===== src/rtl/int_log_sched_if.sv =====
`default_nettype none
// ============================================================================
// Module      : int_log_sched_if
// Description : Two-requester / one-response handshake bundle for the
//               int_log_sched logic-operation scheduler.
// Revision    : 1.0 - initial release
// ============================================================================
interface int_log_sched_if #(
  parameter int DATA_W = 64
);
  logic              req0_valid;
  logic              req0_ready;
  logic [2:0]        req0_op;
  logic [DATA_W-1:0] req0_opa;
  logic [DATA_W-1:0] req0_opb;
  logic              req1_valid;
  logic              req1_ready;
  logic [2:0]        req1_op;
  logic [DATA_W-1:0] req1_opa;
  logic [DATA_W-1:0] req1_opb;
  logic              resp_valid;
  logic              resp_ready;
  logic              resp_id;
  logic [DATA_W-1:0] resp_data;
  logic              resp_err;

  // Requesters plus response consumer
  modport master (
    output req0_valid, req0_op, req0_opa, req0_opb,
    output req1_valid, req1_op, req1_opa, req1_opb,
    output resp_ready,
    input  req0_ready, req1_ready,
    input  resp_valid, resp_id, resp_data, resp_err
  );

  // Scheduler side
  modport slave (
    input  req0_valid, req0_op, req0_opa, req0_opb,
    input  req1_valid, req1_op, req1_opa, req1_opb,
    input  resp_ready,
    output req0_ready, req1_ready,
    output resp_valid, resp_id, resp_data, resp_err
  );
endinterface
`default_nettype wire


===== src/rtl/int_log_sched.sv =====
`default_nettype none
// ============================================================================
// Module      : int_log_sched
// Description : Two-requester bitwise-logic unit. Grants one requester in
//               IDLE, computes in EXEC, holds the result in RESP until the
//               consumer takes it. Counts completed responses (saturating).
//               Define INT_LOG_SCHED_RR_EN for round-robin arbitration;
//               otherwise requester 0 has fixed priority.
// Revision    : 1.0 - initial release
// ============================================================================
module int_log_sched #(
  parameter int DATA_W = 64,
  parameter int CNT_W  = 16
) (
  input  logic             clk,
  input  logic             rst_n,
  int_log_sched_if.slave   bus,
  output logic [CNT_W-1:0] done_cnt
);

  typedef enum logic [1:0] {
    S_IDLE = 2'd0,
    S_EXEC = 2'd1,
    S_RESP = 2'd2
  } state_t;

  state_t            r_state;
  logic [2:0]        r_op;
  logic [DATA_W-1:0] r_opa;
  logic [DATA_W-1:0] r_opb;
  logic              r_id;
  logic              r_resp_valid;
  logic              r_resp_id;
  logic [DATA_W-1:0] r_resp_data;
  logic              r_resp_err;
  logic [CNT_W-1:0]  r_done_cnt;

  logic              w_gnt0;
  logic              w_gnt1;
  logic              w_accept;
  logic [DATA_W-1:0] w_result;
  logic              w_err;

`ifdef INT_LOG_SCHED_RR_EN
  // Preferred requester on contention; flips away from whoever was just granted
  logic r_rr_ptr;

  // Grant: a lone valid requester wins, on contention the pointer decides
  always_comb begin
    w_gnt0 = bus.req0_valid && (!bus.req1_valid || !r_rr_ptr);
    w_gnt1 = bus.req1_valid && (!bus.req0_valid ||  r_rr_ptr);
  end

  // Pointer update on every acceptance
  always_ff @(posedge clk or negedge rst_n) begin
    if (!rst_n) begin
      r_rr_ptr <= 1'b0;
    end else if (w_accept) begin
      r_rr_ptr <= w_gnt0;
    end
  end
`else
  // Grant: fixed priority, requester 0 always wins on contention
  always_comb begin
    w_gnt0 = bus.req0_valid;
    w_gnt1 = bus.req1_valid && !bus.req0_valid;
  end
`endif

  assign w_accept       = (r_state == S_IDLE) && (w_gnt0 || w_gnt1);
  assign bus.req0_ready = (r_state == S_IDLE) && w_gnt0;
  assign bus.req1_ready = (r_state == S_IDLE) && w_gnt1;

  // Bitwise operation selected by the latched opcode; 111 is illegal
  always_comb begin
    w_result = '0;
    w_err    = 1'b0;
    case (r_op)
      3'b000:  w_result = r_opa & r_opb;
      3'b001:  w_result = ~(r_opa & r_opb);
      3'b010:  w_result = r_opa | r_opb;
      3'b011:  w_result = ~(r_opa | r_opb);
      3'b100:  w_result = r_opa ^ r_opb;
      3'b101:  w_result = ~(r_opa ^ r_opb);
      3'b110:  w_result = ~r_opa;
      default: w_err    = 1'b1;
    endcase
  end

  // Scheduler FSM with registered response outputs and saturating counter
  always_ff @(posedge clk or negedge rst_n) begin
    if (!rst_n) begin
      r_state      <= S_IDLE;
      r_op         <= 3'b000;
      r_opa        <= '0;
      r_opb        <= '0;
      r_id         <= 1'b0;
      r_resp_valid <= 1'b0;
      r_resp_id    <= 1'b0;
      r_resp_data  <= '0;
      r_resp_err   <= 1'b0;
      r_done_cnt   <= '0;
    end else begin
      case (r_state)
        S_IDLE: begin
          if (w_accept) begin
            r_op    <= w_gnt0 ? bus.req0_op  : bus.req1_op;
            r_opa   <= w_gnt0 ? bus.req0_opa : bus.req1_opa;
            r_opb   <= w_gnt0 ? bus.req0_opb : bus.req1_opb;
            r_id    <= w_gnt1;
            r_state <= S_EXEC;
          end
        end
        S_EXEC: begin
          r_resp_data  <= w_result;
          r_resp_err   <= w_err;
          r_resp_id    <= r_id;
          r_resp_valid <= 1'b1;
          r_state      <= S_RESP;
        end
        S_RESP: begin
          if (bus.resp_ready) begin
            r_resp_valid <= 1'b0;
            r_state      <= S_IDLE;
            if (r_done_cnt != {CNT_W{1'b1}}) begin
              r_done_cnt <= r_done_cnt + 1'b1;
            end
          end
        end
        default: begin
          r_resp_valid <= 1'b0;
          r_state      <= S_IDLE;
        end
      endcase
    end
  end

  assign bus.resp_valid = r_resp_valid;
  assign bus.resp_id    = r_resp_id;
  assign bus.resp_data  = r_resp_data;
  assign bus.resp_err   = r_resp_err;
  assign done_cnt       = r_done_cnt;

endmodule
`default_nettype wire

===== src/flat_wrapper.sv =====
// flat-port wrapper written by rule: the top's interface ports become plain ports
module int_log_sched_flat 
#(
  parameter int DATA_W = 64,
  parameter int CNT_W  = 16
)
  (clk, rst_n, done_cnt, bus_req0_valid, bus_req0_op, bus_req0_opa, bus_req0_opb, bus_req1_valid, bus_req1_op, bus_req1_opa, bus_req1_opb, bus_resp_ready, bus_req0_ready, bus_req1_ready, bus_resp_valid, bus_resp_id, bus_resp_data, bus_resp_err);
  int_log_sched_if #(.DATA_W(DATA_W)) bus_i ();
  input  logic clk;
  input  logic rst_n;
  output logic [CNT_W-1:0] done_cnt;
  input wire logic [$bits(bus_i.req0_valid)-1:0] bus_req0_valid;
  input wire logic [$bits(bus_i.req0_op)-1:0] bus_req0_op;
  input wire logic [$bits(bus_i.req0_opa)-1:0] bus_req0_opa;
  input wire logic [$bits(bus_i.req0_opb)-1:0] bus_req0_opb;
  input wire logic [$bits(bus_i.req1_valid)-1:0] bus_req1_valid;
  input wire logic [$bits(bus_i.req1_op)-1:0] bus_req1_op;
  input wire logic [$bits(bus_i.req1_opa)-1:0] bus_req1_opa;
  input wire logic [$bits(bus_i.req1_opb)-1:0] bus_req1_opb;
  input wire logic [$bits(bus_i.resp_ready)-1:0] bus_resp_ready;
  output wire logic [$bits(bus_i.req0_ready)-1:0] bus_req0_ready;
  output wire logic [$bits(bus_i.req1_ready)-1:0] bus_req1_ready;
  output wire logic [$bits(bus_i.resp_valid)-1:0] bus_resp_valid;
  output wire logic [$bits(bus_i.resp_id)-1:0] bus_resp_id;
  output wire logic [$bits(bus_i.resp_data)-1:0] bus_resp_data;
  output wire logic [$bits(bus_i.resp_err)-1:0] bus_resp_err;
  assign bus_i.req0_valid = bus_req0_valid;
  assign bus_i.req0_op = bus_req0_op;
  assign bus_i.req0_opa = bus_req0_opa;
  assign bus_i.req0_opb = bus_req0_opb;
  assign bus_i.req1_valid = bus_req1_valid;
  assign bus_i.req1_op = bus_req1_op;
  assign bus_i.req1_opa = bus_req1_opa;
  assign bus_i.req1_opb = bus_req1_opb;
  assign bus_i.resp_ready = bus_resp_ready;
  assign bus_req0_ready = bus_i.req0_ready;
  assign bus_req1_ready = bus_i.req1_ready;
  assign bus_resp_valid = bus_i.resp_valid;
  assign bus_resp_id = bus_i.resp_id;
  assign bus_resp_data = bus_i.resp_data;
  assign bus_resp_err = bus_i.resp_err;
  int_log_sched #(.DATA_W(DATA_W), .CNT_W(CNT_W)) u_core (.clk(clk), .rst_n(rst_n), .bus(bus_i), .done_cnt(done_cnt));
endmodule

===== config.mk =====
export PLATFORM = sky130hd
export DESIGN_NAME = int_log_sched_flat
export DESIGN_NICKNAME = d
export VERILOG_FILES = /design/src/rtl/int_log_sched_if.sv /design/src/rtl/int_log_sched.sv /design/src/flat_wrapper.sv
export SDC_FILE = /design/constraint.sdc
export NUM_CORES = 1
export LEC_CHECK = 0
export BUFFER_PORTS_ARGS = -buffer_cell sky130_fd_sc_hd__buf_2
export CORE_ASPECT_RATIO = 1.5
export CORE_UTILIZATION = 59
export DETAILED_ROUTE_END_ITERATION = 16
export PLACE_DENSITY_LB_ADDON = 0.25
export SYNTH_ARGS = -nofsm -noshare
export SYNTH_HDL_FRONTEND = slang
export SYNTH_SLANG_ARGS = --single-unit

===== constraint.sdc =====
create_clock -name clk -period 4.15 [get_ports clk]
set_clock_uncertainty 0.15 [all_clocks]
set_input_delay 0.2075 -clock clk [delete_from_list [all_inputs] [get_ports clk]]
set_output_delay 0.2075 -clock clk [all_outputs]
set_load 0.02 [all_outputs]

==> impl_results.md <==
* Number of I/O pins at 352
* Maxcap violations at 0
* CTS clk-pin slew, worst paths at 0.07 ns
* Synthesized area at 0.0144 sq mm
* WHS Path Cells at 3
* Most frequent cells after synthesis: dfrtp_1, a21oi_1, nor2_1
* CP peak stage delay at 0.81 ns
* Placed cell areas at 0.0162 sq mm
* Root buffer cell: clkbuf_16
* Syn. warnings at 0
* Post-CTS Resized at 0
* Gr busiest metal: met2
* 1st-iter DRT viols at 1256
* Met3 Use GR at 8.11%
* Share of the synthesized area in the top cell type at 37.6%
* Clk_lat worst skew at 0.51 ns
* Critical Path Source: u_core.r_op[1]
* Vias post-DR at 14500
* Initial Util at 60.6%
* Number of synthesized flops with an enable pin at 0
* Synthesized flop and latch total at 217
* Yosys top cell by area: dfrtp_1
* # DRC at 0
* WS Path Type: reg -> reg
* Port buffer count at 351
* Reg area at 0.00544 sq mm
* Final setup violation count at 0
* Crit path max-delay family: simple AND/OR/NAND/NOR gates
* Die Footprint at 0.0251 sq mm
* Layout Nets at 2515
* Max VDD drop at 0.000463 V
* Syn-to-layout area delta at 36.2%
* Hold Path End: u_core.r_id
* Final Wtd Congestion at 0.789
* Final WL at 48700 um
* Post-synthesis cell count at 1583
* Status: finished, final reports clean
* Max-slew violation count at 0
* Reg2reg start: u_core.r_op[1]
* Cell area after layout at 0.0197 sq mm
* Worst R2R Path Depth at 6
* Drt pass-1 iters at 7
* Largest net degree at the start of global routing at 134
* Main synth FF type: dfrtp_1
* Vias/cell at 5.91
* Async set-reset flop share out of synthesis at 100%
* Hold path start: bus_req0_valid
* Crit Path Max Fanout at 97
* Critical Path AT at 3.18 ns
* Req. time, crit path at 4.34 ns
* Overflow after GRT at 0
* Fmax at 0.335 GHz
* Post-synthesis average cell area at 9.12 sq um
* Num CTS Buffers at 22
* Startpoint Class: flip-flop
* Clock period minus final worst setup slack at 2.98 ns
* Grt met1 use at 41.6%
* Hold/Removal Path Class: in -> reg
* RSZ-0062 raised after global routing: no
* Die H at 194 um
* Total negative slack at 0 ns
* Chip width at 130 um
* Vias in the first global route at 15300
* Critical Path, Cell by Cell: buf_4, nand2_1, a21oi_1, a21oi_1, o311ai_0, o21ai_0
* Internal reg-to-reg setup slack at 1.17 ns
* Num rows at 69
* Worst reg2reg path endpoint: u_core.bus.resp_data[58]
* First-pass GRT wire length at 77000 um
* Core ar. at 0.0238 sq mm
* CTS sink count at 217
* Met2 Resource Use GR at 67.3%
* Layout cells sized above 1 at 19.4%
* FILL cells at 1345
* Most frequent cell after synthesis: dfrtp_1
* Wire per inst at 19.8 um
* Slew HR at 28.3%
* Tightest Pin Transition at 1.07 ns
* Post-synthesis net count at 1979
* Power per Cell Area at 719 mW/mm^2
* Worst setup EP type: flip-flop
* Gr usage total at 39.1%
* Seq/Total Area, Yosys at 37.6%
* CP dominant cell by count: a21oi_1
* Crit-path slowest cell: nand2_1
* Multi-input gate area at 0.00796 sq mm
* Final period util at 71.9%
* Hpwl dp at 25600 um
* TritonCTS clock tree: yes
* Initial antenna violation count at 3
* Netlist cell types at 48
* Buffers and inverters on the worst path at 1
* H-Tree Level Count at 1
* Post-DRT Antenna Nets at 0
* Synth area leaders: dfrtp_1, mux2i_1, ha_1, a21oi_1, nor2_1
* Fin. Hold Viols at 0
* CTS Buffer Depth at 3
* Leak pwr at 9.89 nW
## logic make-up after synthesis
kind of cell             after synthesis  share of synthesized area [%]
adder cells (fa/ha/maj)              129                           11.2
AO/OA/AOI/OAI                        424                           18.1
multiplexers                         173                           12.0
flip-flops                           217                           37.6
buffers and inverters                251                           7.39
XOR/XNOR                              84                           5.09
AND/OR/NAND/NOR                      305                           8.65
## metrics by stage
step                      setup WS (ns)  hold WS [ns]  power, mW  utilization [%]  instances
final                              1.17         0.104       14.1             82.6       2456
after global routing               1.00         0.123       15.1             82.6       2456
after CTS                          1.28        0.0776       13.7             82.5       2454
after detailed placement           1.25         0.254       11.2             68.1       2149
after global placement             1.31         0.257       10.8             68.1       2149
after floorplan                    2.36        -0.238       9.43                -       1583
## what timing repair did
| action | in CTS | in global routing |
|---|---|---|
| hold buffers | 265 | 0 |
| endpoints found under the hold margin | 264 | 0 |
| setup buffers | 0 | 0 |
## cell type report
type	instances	share of cell area [%]
Multi-Input combinational cell	1115	40.5
Timing Repair Buffer	631	23.3
Inverter	132	2.52
Sequential cell	217	27.7
Tap cell	319	2.03
Clock inverter	11	0.814
Antenna cell	2	0.0254
Clock buffer	29	3.14
## cell usage in the layout (no fill, tap or decap), drive strengths merged, types with 8 or more instances in the layout
cell type    synthesis  routed
a32o                15      15
dfrtp              217     217
o21ai               93      93
xnor2               63      63
a21oi              186     186
o21a                18      18
o221ai              58      58
mux2i              172     172
nor2               173     173
inv                132     132
buf                 75     366
clkbuf              44      29
nand3                8       8
ha                 129     129
nor2b                9       9
a22oi               20      20
nand2               96      96
dlygate4sd3          0     265
xor2                21      21
## worst min-delay path, delay by kind of cell
kind                   cells  cell delay (ns)
buffers and inverters      1             0.19
AND/OR/NAND/NOR            2             0.29
## worst max path at each step
stage	end	slack [ns]	cells past startpoint
CTS	u_core.bus.resp_data[45]	1.28	5
floorplan	u_core.done_cnt[6]	2.36	6
global placement	u_core.bus.resp_data[3]	1.31	5
finish	u_core.bus.resp_data[58]	1.17	6
detailed placement	u_core.bus.resp_data[56]	1.25	4
global route	u_core.bus.resp_data[58]	1.00	6
## power breakdown
part | switching (mW) | internal (mW) | total (mW) | leakage (nW)
combinational | 4.56 | 3.17 | 7.73 | 6.96
clock | 0.900 | 1.30 | 2.20 | 0.379
sequential | 1.13 | 3.09 | 4.21 | 2.55
## registers in the layout (all words and copies together) (netlist names)
name,flops
u_core.r_opb,64
u_core.r_op,3
u_core.bus.resp_data,64
u_core.bus.resp_err,1
u_core.r_id,1
u_core.r_state,2
u_core.r_opa,64
u_core.bus.resp_valid,1
u_core.bus.resp_id,1
u_core.done_cnt,16
## metal layers
| layer | up-vias | share of wire [%] |
|---|---|---|
| met5 | - | 0.025 |
| met4 | 2 | 8.2 |
| met3 | 299 | 6.8 |
| met2 | 773 | 50 |
| met1 | 6895 | 35 |
| li1 | 6544 | - |
Note: power is estimated with default switching activity, not from simulation.
